`src/rtl/dm_wb_mux_if.sv`:
```
// rtl/dm_wb_mux_if.sv - request/response bundle for the writeback-select stage
//
// Purpose : groups the upstream request, downstream result and status signals
//           of dm_wb_mux so they travel as one port.
// Signals : in_valid/in_ready/in_data/sel/load_size/load_signed/byte_off
//           (request side), out_valid/out_ready/out_data/out_err (result
//           side), err_count (status).
// Modports: master - the environment driving requests and consuming results
//           slave  - the writeback-select stage itself
interface dm_wb_mux_if #(
  parameter int WIDTH  = 32,
  parameter int NUM_IN = 4,
  parameter int SEL_W  = 2
);
  logic                    in_valid;
  logic                    in_ready;
  logic [NUM_IN*WIDTH-1:0] in_data;
  logic [SEL_W-1:0]        sel;
  logic [1:0]              load_size;
  logic                    load_signed;
  logic [1:0]              byte_off;
  logic                    out_valid;
  logic                    out_ready;
  logic [WIDTH-1:0]        out_data;
  logic                    out_err;
  logic [7:0]              err_count;

  modport master (
    output in_valid, in_data, sel, load_size, load_signed, byte_off, out_ready,
    input  in_ready, out_valid, out_data, out_err, err_count
  );

  modport slave (
    input  in_valid, in_data, sel, load_size, load_signed, byte_off, out_ready,
    output in_ready, out_valid, out_data, out_err, err_count
  );
endinterface

```
`src/rtl/dm_wb_mux.sv`:
```
// rtl/dm_wb_mux.sv - registered writeback-select stage with load alignment
//
// Purpose : selects one of NUM_IN result channels for the register-file write
//           port. Channel 0 is memory read data and gets byte/half/word lane
//           extraction with sign or zero extension. The result sits in a
//           single output register behind a valid/ready handshake.
// Ports   : clk    - rising-edge clock
//           rst    - synchronous active-high reset
//           io_bus - dm_wb_mux_if.slave (request, result, err_count)
module dm_wb_mux #(
  parameter int WIDTH  = 32,
  parameter int NUM_IN = 4,
  parameter int SEL_W  = 2
) (
  input logic         clk,
  input logic         rst,
  dm_wb_mux_if.slave  io_bus
);

  logic [WIDTH-1:0] r_data;
  logic             r_valid;
  logic             r_err;
  logic [7:0]       r_err_count;

  logic [31:0]      w_d;
  logic [7:0]       w_byte;
  logic [15:0]      w_half;
  logic [WIDTH-1:0] w_ch0;
  logic             w_ch0_err;
  logic [WIDTH-1:0] w_res;
  logic             w_err;
  logic             w_accept;

  // Channel 0 load alignment.
  always_comb begin
    w_d       = io_bus.in_data[31:0];
    w_byte    = w_d[7:0];
    w_ch0     = '0;
    w_ch0_err = 1'b0;
    case (io_bus.byte_off)
      2'd0:    w_byte = w_d[7:0];
      2'd1:    w_byte = w_d[15:8];
      2'd2:    w_byte = w_d[23:16];
      default: w_byte = w_d[31:24];
    endcase
    w_half = io_bus.byte_off[1] ? w_d[31:16] : w_d[15:0];
    case (io_bus.load_size)
      2'b00: w_ch0 = {{(WIDTH-8){io_bus.load_signed & w_byte[7]}}, w_byte};
      2'b01: begin
        if (io_bus.byte_off[0]) begin
          w_ch0_err = 1'b1;
        end else begin
          w_ch0 = {{(WIDTH-16){io_bus.load_signed & w_half[15]}}, w_half};
        end
      end
      // 11 is reserved and behaves as a word load.
      default: begin
        if (io_bus.byte_off != 2'b00) begin
          w_ch0_err = 1'b1;
        end else begin
          w_ch0 = io_bus.in_data[WIDTH-1:0];
        end
      end
    endcase
  end

  // Channel select. Out-of-range selects produce zero data with an error.
  always_comb begin
    w_res = '0;
    w_err = 1'b0;
    if (int'(io_bus.sel) >= NUM_IN) begin
      w_err = 1'b1;
    end else if (io_bus.sel == '0) begin
      w_res = w_ch0;
      w_err = w_ch0_err;
    end else begin
      for (int k = 1; k < NUM_IN; k++) begin
        if (int'(io_bus.sel) == k) begin
          w_res = io_bus.in_data[k*WIDTH +: WIDTH];
        end
      end
    end
  end

  // A full register can still take a new request when the old one retires
  // in the same cycle, so the stage runs at full throughput.
  assign io_bus.in_ready = !r_valid || io_bus.out_ready;
  assign w_accept        = io_bus.in_valid && io_bus.in_ready;

  always_ff @(posedge clk) begin
    if (rst) begin
      r_valid     <= 1'b0;
      r_data      <= '0;
      r_err       <= 1'b0;
      r_err_count <= 8'd0;
    end else if (w_accept) begin
      r_valid <= 1'b1;
      r_data  <= w_res;
      r_err   <= w_err;
      if (w_err && (r_err_count != 8'hFF)) begin
        r_err_count <= r_err_count + 8'd1;
      end
    end else if (io_bus.out_ready) begin
      r_valid <= 1'b0;
    end
  end

  assign io_bus.out_valid = r_valid;
  assign io_bus.out_data  = r_data;
  assign io_bus.out_err   = r_err;
  assign io_bus.err_count = r_err_count;

endmodule

```
`src/flat_wrapper.sv`:
```
// flat-port wrapper written by rule: the top's interface ports become plain ports
module dm_wb_mux_flat 
#(
  parameter int WIDTH  = 32,
  parameter int NUM_IN = 4,
  parameter int SEL_W  = 2
)
  (clk, rst, io_bus_in_valid, io_bus_in_data, io_bus_sel, io_bus_load_size, io_bus_load_signed, io_bus_byte_off, io_bus_out_ready, io_bus_in_ready, io_bus_out_valid, io_bus_out_data, io_bus_out_err, io_bus_err_count);
  dm_wb_mux_if #(.WIDTH(WIDTH), .NUM_IN(NUM_IN), .SEL_W(SEL_W)) io_bus_i ();
  input logic clk;
  input logic rst;
  input wire logic [$bits(io_bus_i.in_valid)-1:0] io_bus_in_valid;
  input wire logic [$bits(io_bus_i.in_data)-1:0] io_bus_in_data;
  input wire logic [$bits(io_bus_i.sel)-1:0] io_bus_sel;
  input wire logic [$bits(io_bus_i.load_size)-1:0] io_bus_load_size;
  input wire logic [$bits(io_bus_i.load_signed)-1:0] io_bus_load_signed;
  input wire logic [$bits(io_bus_i.byte_off)-1:0] io_bus_byte_off;
  input wire logic [$bits(io_bus_i.out_ready)-1:0] io_bus_out_ready;
  output wire logic [$bits(io_bus_i.in_ready)-1:0] io_bus_in_ready;
  output wire logic [$bits(io_bus_i.out_valid)-1:0] io_bus_out_valid;
  output wire logic [$bits(io_bus_i.out_data)-1:0] io_bus_out_data;
  output wire logic [$bits(io_bus_i.out_err)-1:0] io_bus_out_err;
  output wire logic [$bits(io_bus_i.err_count)-1:0] io_bus_err_count;
  assign io_bus_i.in_valid = io_bus_in_valid;
  assign io_bus_i.in_data = io_bus_in_data;
  assign io_bus_i.sel = io_bus_sel;
  assign io_bus_i.load_size = io_bus_load_size;
  assign io_bus_i.load_signed = io_bus_load_signed;
  assign io_bus_i.byte_off = io_bus_byte_off;
  assign io_bus_i.out_ready = io_bus_out_ready;
  assign io_bus_in_ready = io_bus_i.in_ready;
  assign io_bus_out_valid = io_bus_i.out_valid;
  assign io_bus_out_data = io_bus_i.out_data;
  assign io_bus_out_err = io_bus_i.out_err;
  assign io_bus_err_count = io_bus_i.err_count;
  dm_wb_mux #(.WIDTH(WIDTH), .NUM_IN(NUM_IN), .SEL_W(SEL_W)) u_core (.clk(clk), .rst(rst), .io_bus(io_bus_i));
endmodule
```
`config.mk`:
```
export PLATFORM = sky130hd
export DESIGN_NAME = dm_wb_mux_flat
export DESIGN_NICKNAME = d
export VERILOG_FILES = /design/src/rtl/dm_wb_mux_if.sv /design/src/rtl/dm_wb_mux.sv /design/src/flat_wrapper.sv
export SDC_FILE = /design/constraint.sdc
export NUM_CORES = 1
export LEC_CHECK = 0
export BUFFER_PORTS_ARGS = -buffer_cell sky130_fd_sc_hd__buf_2
export CAP_MARGIN = 20
export CELL_PAD_IN_SITES_DETAIL_PLACEMENT = 0
export CELL_PAD_IN_SITES_GLOBAL_PLACEMENT = 1
export CORE_MARGIN = 2
export CORE_UTILIZATION = 27
export CTS_CLUSTER_SIZE = 10
export DETAILED_ROUTE_END_ITERATION = 10
export PLACE_DENSITY_LB_ADDON = 0.3
export SYNTH_ARGS = -nofsm -noshare
export SYNTH_HDL_FRONTEND = slang
export SYNTH_SLANG_ARGS = --single-unit
export TNS_END_PERCENT = 5
```
`constraint.sdc`:
```
create_clock -name clk -period 1.53 [get_ports clk]
set_input_delay 0.2295 -clock clk [delete_from_list [all_inputs] [get_ports clk]]
set_output_delay 0.2295 -clock clk [all_outputs]
set_load 0.05 [all_outputs]
```
* Word-level counts from Yosys, hierarchy flattened
Index checks and enable logic that the tools add are counted.
** Word-level totals
- Word-level logic and storage cells :: 39
- Register bits :: 42
** Cells by class
- Bitwise operators :: 2
- Reductions and logical operators :: 10
- Add/sub/neg operators :: 1
- Equal/unequal tests :: 7
- Mux-type cells :: 15
** Operators by type and width (number)
- $mux 32 :: 6
- $pmux 32 s2 :: 1
- $pmux 8 s3 :: 1
- $mux 16 :: 1
- $add 8x1->8 const B :: 1
- $ne 8x8->1 const B :: 1
- $eq 2x1->1 const B :: 3
- $eq 2x2->1 const B :: 3
- $logic_not 2->1 :: 3
- $mux 1 :: 5
- $reduce_bool 2->1 :: 2
- $and 1x1->1 :: 2
- $logic_and 1x1->1 :: 2
- $pmux 1 s2 :: 1
- $reduce_and 2->1 :: 1
- $logic_not 1->1 :: 1
- $logic_or 1x1->1 :: 1

* Depth between registers and ports, before layout
- Depth after elaboration :: 6
- Mapped depth :: 7
- Mapped depth without buffers :: 5

* Least setup slack after synthesis
Ideal clock, no wire load.
- Path kind :: register to register
- Start :: register u_core.r_valid, in the netlist u_core.io_bus.out_valid
- End :: register u_core.r_data[31], in the netlist u_core.io_bus.out_data[31]
- Buffers on the path :: 1
- Arrival :: 2.207 ns
- Setup time :: 0.086 ns
- Setup slack :: -0.764 ns
- Stages on the path, launching flop included :: 7
- Data required time :: 1.444 ns
- Cell sequence :: dfxtp_1 -> nor2b_1 -> clkinv_1 -> nand2_1 -> clkbuf_1 -> a22oi_1 -> a221oi_2
** On the way
- Word-level cells in the longest chain between the ends :: 3
** RTL lines
- start: declaration :: line dm_wb_mux.sv:21 : logic r_valid;
- start signal: assignment :: line dm_wb_mux.sv:92 : r_valid <= 1'b0;
- start signal: assignment :: line dm_wb_mux.sv:97 : r_valid <= 1'b1;
- start signal: assignment :: line dm_wb_mux.sv:104 : r_valid <= 1'b0;
- $logic_not 1->1 :: line dm_wb_mux.sv:87 : assign io_bus.in_ready = !r_valid || io_bus.out_ready;
- $logic_or 1x1->1 :: line dm_wb_mux.sv:87
- named net io_bus_in_ready :: line flat_wrapper.sv:19 : output wire logic [$bits(io_bus_i.in_ready)-1:0] io_bus_in_ready;
- $logic_and 1x1->1 :: line dm_wb_mux.sv:88 : assign w_accept = io_bus.in_valid && io_bus.in_ready;
- end signal: assignment :: line dm_wb_mux.sv:98 : r_data <= w_res;
- end: declaration :: line dm_wb_mux.sv:20 : logic [WIDTH-1:0] r_data;
The timed path passes the listed nets, and every way through them passes these cells.
A chain may end at the register's enable or synchronous reset.

* Worst setup path in the final report
- Start :: register u_core.r_err_count[0], in the netlist u_core.io_bus.err_count[0]
- End :: register u_core.r_err_count[4], in the netlist u_core.io_bus.err_count[4]
** On the way
- Word-level cells in the longest chain between the ends :: 3
- Elaborated cells between the ends (all ways) :: 4
- Classes of those cells :: add/sub (1); eq/ne (1); reduce/logical (2)
** RTL lines
- start: declaration :: line dm_wb_mux.sv:23 : logic [7:0] r_err_count;
- start signal: assignment :: line dm_wb_mux.sv:101 : r_err_count <= r_err_count + 8'd1;
- parallel branches: the longest is 3 deep, another holds $add 8x1->8
Parallel ways; which one is timed is not known.

==> run_results.csv <==
group,metric,value,unit
outcome,run_status,"completed",
global_routing,grt_first_pass_wirelength,18500,um
yosys,synthesis.yosys.warnings,0,
yosys,synthesis.nets,510,
detailed_routing,drt-initial-drc-count,105,
clock_network,postCtsSetupBuffers,0,
clock_network,clock-root-buffer,"sky130_fd_sc_hd__clkbuf_8",
final_layout,final_util,0.426,
detailed_routing,detail_route.vias_per_cell,5.09,
timing,finalCriticalPeriod,1.51,ns
worst_setup_path,crit_path_launch_type,"flip-flop",
job,drv_cap,0,
yosys,synth.area.mux_share,0.138,
die,initial_utilization,0.279,
final_layout,fillers,1130,
global_routing,grt_start_max_net_pins,28,
placed_design,post-dp-hpwl,9860,um
worst_setup_path,worst_ep_required_time,1.76,ns
worst_setup_path,worstSetupStartpoint,"u_core.io_bus.err_count[0]$_SDFFE_PP0P_",
worst_setup_path,critical_path_buf_inv_count,1,
placed_design,port_buffers,181,
worst_setup_path,critPathTopFamily,"simple AND/OR/NAND/NOR gates",
clock_network,cts_max_path_buffers,2,
pwr,vdd_ir_drop_max,0.321,mV
timing,holdWs,0.228,ns
final_layout,finalNonFillerCells,718,
pwr,cell_internal_pwr,1.98,mW
placed_design,place_congestion,0.817,
detailed_routing,detail_route.drc_violations,0,
min_path,timing.hold.worst.class,"input pin to flip-flop",
yosys,synth_top_family_by_area,"compound AO/OA/AOI/OAI gates",
die,die_h,110,um
global_routing,first_global_vias,3658,
clock_network,htree_levels,2,
detailed_routing,top_signal_layer_used,"met4",
yosys,synth_xor_xnor_area_share,0,
yosys,synth_edf_count,0,
pwr,netSwitchingPower,1.15,mW
pwr,power_frac_seq,0.383,
yosys,synth_cell_type_count,53,
yosys,top_cells_by_area_in_the_synthesized_netlist,"sky130_fd_sc_hd__dfxtp_1 28%, sky130_fd_sc_hd__mux2i_1 11%, sky130_fd_sc_hd__nand2_1 5.8%",
worst_setup_path,crit_chain,"ha_2 -> buf_4 -> and3_1 -> nand4_1 -> or3_1 -> a21oi_2",
worst_setup_path,reg2reg_from,"u_core.io_bus.err_count[0]$_SDFFE_PP0P_",
die,die_x,110,um
final_layout,nets,717,
yosys,synthesis.area,3040,um2
timing,setup_viol_count_final,0,
worst_setup_path,cp_slowest_stage_delay,0.36,ns
clock_network,cts_tree,"yes",
timing,unrepaired_setup_endpoints_after_global_routing,"yes",
timing,timing.clock.skew,0.00746,ns
timing,fmax,662,MHz
global_routing,grt_antenna_before_repair,0,
yosys,synth-async-reset-ratio,0,
pwr,swShare,0.366,
clock_network,cts_sinks,42,
detailed_routing,routed-wl-met2,5650,um
yosys,synth-seq-area-share,0.277,
detailed_routing,drtPass1Iterations,4,
final_layout,post_route_cells_drive_above_1_share,0.498,
yosys,netlist_top_cells_count,"47 x sky130_fd_sc_hd__nand2_1, 42 x sky130_fd_sc_hd__dfxtp_1, 34 x sky130_fd_sc_hd__mux2i_1, 30 x sky130_fd_sc_hd__nor2_1, 23 x sky130_fd_sc_hd__o211ai_1",
worst_setup_path,cp-end-kind,"flip-flop",
timing,layout_worst_path_cycle_share,0.987,
min_path,timing.hold.worst.start,"io_bus_in_data[22]",
pwr,pd_cells,676,nW/um2
yosys,synth_compound_gate_area_share,0.339,
worst_setup_path,worst-path-max-fanout,3,
clock_network,postCtsHoldBufs,0,
worst_setup_path,critical_path.slowest_cell,"sky130_fd_sc_hd__or3_1",
pwr,clkPwrFrac,0.248,
pwr,power,3.13,mW
timing,timing_hold_violations_final,0,
yosys,synth_area_per_cell,8.21,um2
timing,maxSlewHeadroom,0.686,
yosys,synth_ff_type,"sky130_fd_sc_hd__dfxtp_1",
detailed_routing,route.layer.met1.wl,5230,um
pwr,p_leak,2.12,nW
final_layout,areaGrowthSynthToFinish,52.6,%
yosys,synthMostInstantiatedCell,"sky130_fd_sc_hd__nand2_1",
timing,tightest_slew,0.466,ns
yosys,synth_cells,370,
detailed_routing,route.detailed.wl_per_inst,16.4,um
clock_network,worst_skew_pair.late_latency,0.30,ns
placed_design,post-place-cells,710,
global_routing,gr-usage-all-layers,0.198,
yosys,synthDominantAreaCellType,"sky130_fd_sc_hd__dfxtp_1",
worst_setup_path,critical_path_arrival,1.74,ns
pwr,proportion_of_power_drawn_by_combinational_gates,0.368,
worst_setup_path,worstSetupPathType,"flip-flop to flip-flop",
clock_network,clk_pin_slew_worst_paths,0.09,ns
die,floorplan.io_pins,182,
clock_network,cts-buffers-inserted,5,
yosys,ys_ff_latch,42,
yosys,yosys.area.top_type_share,0.277,
timing,final_max_slew_viol_count,0,
detailed_routing,route.met3.wl,815,um
global_routing,globalRouteOverflowTotal,0,
yosys,synth_adder_area_share,0.00412,
detailed_routing,antenna_violating_nets_post_route,0,
final_layout,insertedDiodeCount,0,
detailed_routing,dr_total_vias,3655,
die,placementRows,38,
detailed_routing,detail_route.wirelength,11800,um
die,core_area,10900,um2
yosys,synth_simple_gate_area_frac,0.194,
die,die_area,12100,um2
path summary, 6_finish.rpt:
kind,to,slack [ns],depth (start not counted)
setup / recovery,u_core.io_bus.err_count[4]$_SDFFE_PP0P_,0.02,6
hold / removal,u_core.io_bus.out_data[22]$_SDFFE_PP0P_,0.23,3
setup reg to reg,u_core.io_bus.err_count[4]$_SDFFE_PP0P_,0.02,6
hold reg to reg,u_core.io_bus.out_data[30]$_SDFFE_PP0P_,0.45,2
state kept, by name, indices dropped and copies added (netlist names):
register                 flops
u_core.io_bus.out_data      32
u_core.io_bus.err_count      8
u_core.io_bus.out_err        1
u_core.io_bus.out_valid      1
cells by family (layout without fill, tap and decap cells):
| logic type | Yosys count | count (layout) |
|---|---|---|
| compound gates | 132 | 132 |
| simple gates | 120 | 120 |
| flops | 42 | 42 |
| mux | 40 | 40 |
| buf+inv | 35 | 243 |
| fa+ha+maj | 1 | 1 |
area by class of cell:
| class | instances | area (um2) | area share |
|---|---|---|---|
| clock inverter | 2 | 11.3 | 0.00243 |
| clock buffer | 6 | 82.6 | 0.0178 |
| inverter | 3 | 16.3 | 0.00351 |
| sequential | 42 | 855 | 0.184 |
| tap | 140 | 175 | 0.0378 |
| multi-input combinational | 293 | 2140 | 0.462 |
| timing repair buffer | 232 | 1350 | 0.292 |
metrics by stage:
step / instance area, um2 / TNS [ns] / setup slack, ns
after floorplan: 3100 / -1.91 / -0.119
after global placement: 4490 / -5.41 / -0.203
after detailed placement: 4490 / -6.80 / -0.258
after CTS: 4590 / 0 / 0.00566
after global routing: 4630 / -0.0519 / -0.0313
final: 4630 / 0 / 0.0197
power groups by stage:
stage,clock [mW],combinational [mW],sequential (mW)
3_5_place_dp,0,1.15,1.23
4_1_cts,0.798,1.15,1.20
6_report,0.777,1.15,1.20
5_1_grt,0.843,1.25,1.21
2_1_floorplan,0,0.433,1.46
3_3_place_gp,0,1.14,1.22
per-layer routing:
layer / track usage / vias up
met5: 0 / -
met2: 0.350 / 129
met3: 0.0370 / 9
li1: - / 1821
met4: 0.0353 / 0
met1: 0.251 / 1696
placed cells by master (no fill, tap or decap), drive strengths merged, types with 2 or more instances in the layout:
cell type	Yosys	layout
a221oi	10	10
nand4	4	4
nor2	31	31
clkinv	1	2
a22oi	14	14
and2	2	2
clkbuf	18	6
o211ai	23	23
nand3	3	3
o221a	4	4
a32oi	2	2
nor3b	2	2
mux2	5	5
o31ai	5	5
a21oi	12	12
o21ai	22	22
nand2b	4	4
inv	2	3
nor2b	10	10
dfxtp	42	42
buf	14	232
a2bb2oi	2	2
a22o	7	7
a211oi	20	20
a21o	3	3
mux2i	34	34
or3	3	3
nor4	4	4
nand2	47	47
repair_timing:
item | in CTS | in global routing
pin swaps | 0 | 1
resized for setup | 1 | 8
setup endpoints to repair | 8 | 14
hold endpoints to repair | 0 | 0
tightest hold or removal path, cell delays in order:
cell and delay (ns):
sky130_fd_sc_hd__buf_2 0.09, sky130_fd_sc_hd__a211oi_1 0.06, sky130_fd_sc_hd__o21ai_0 0.12
Note: power is estimated with default switching activity, not from simulation.
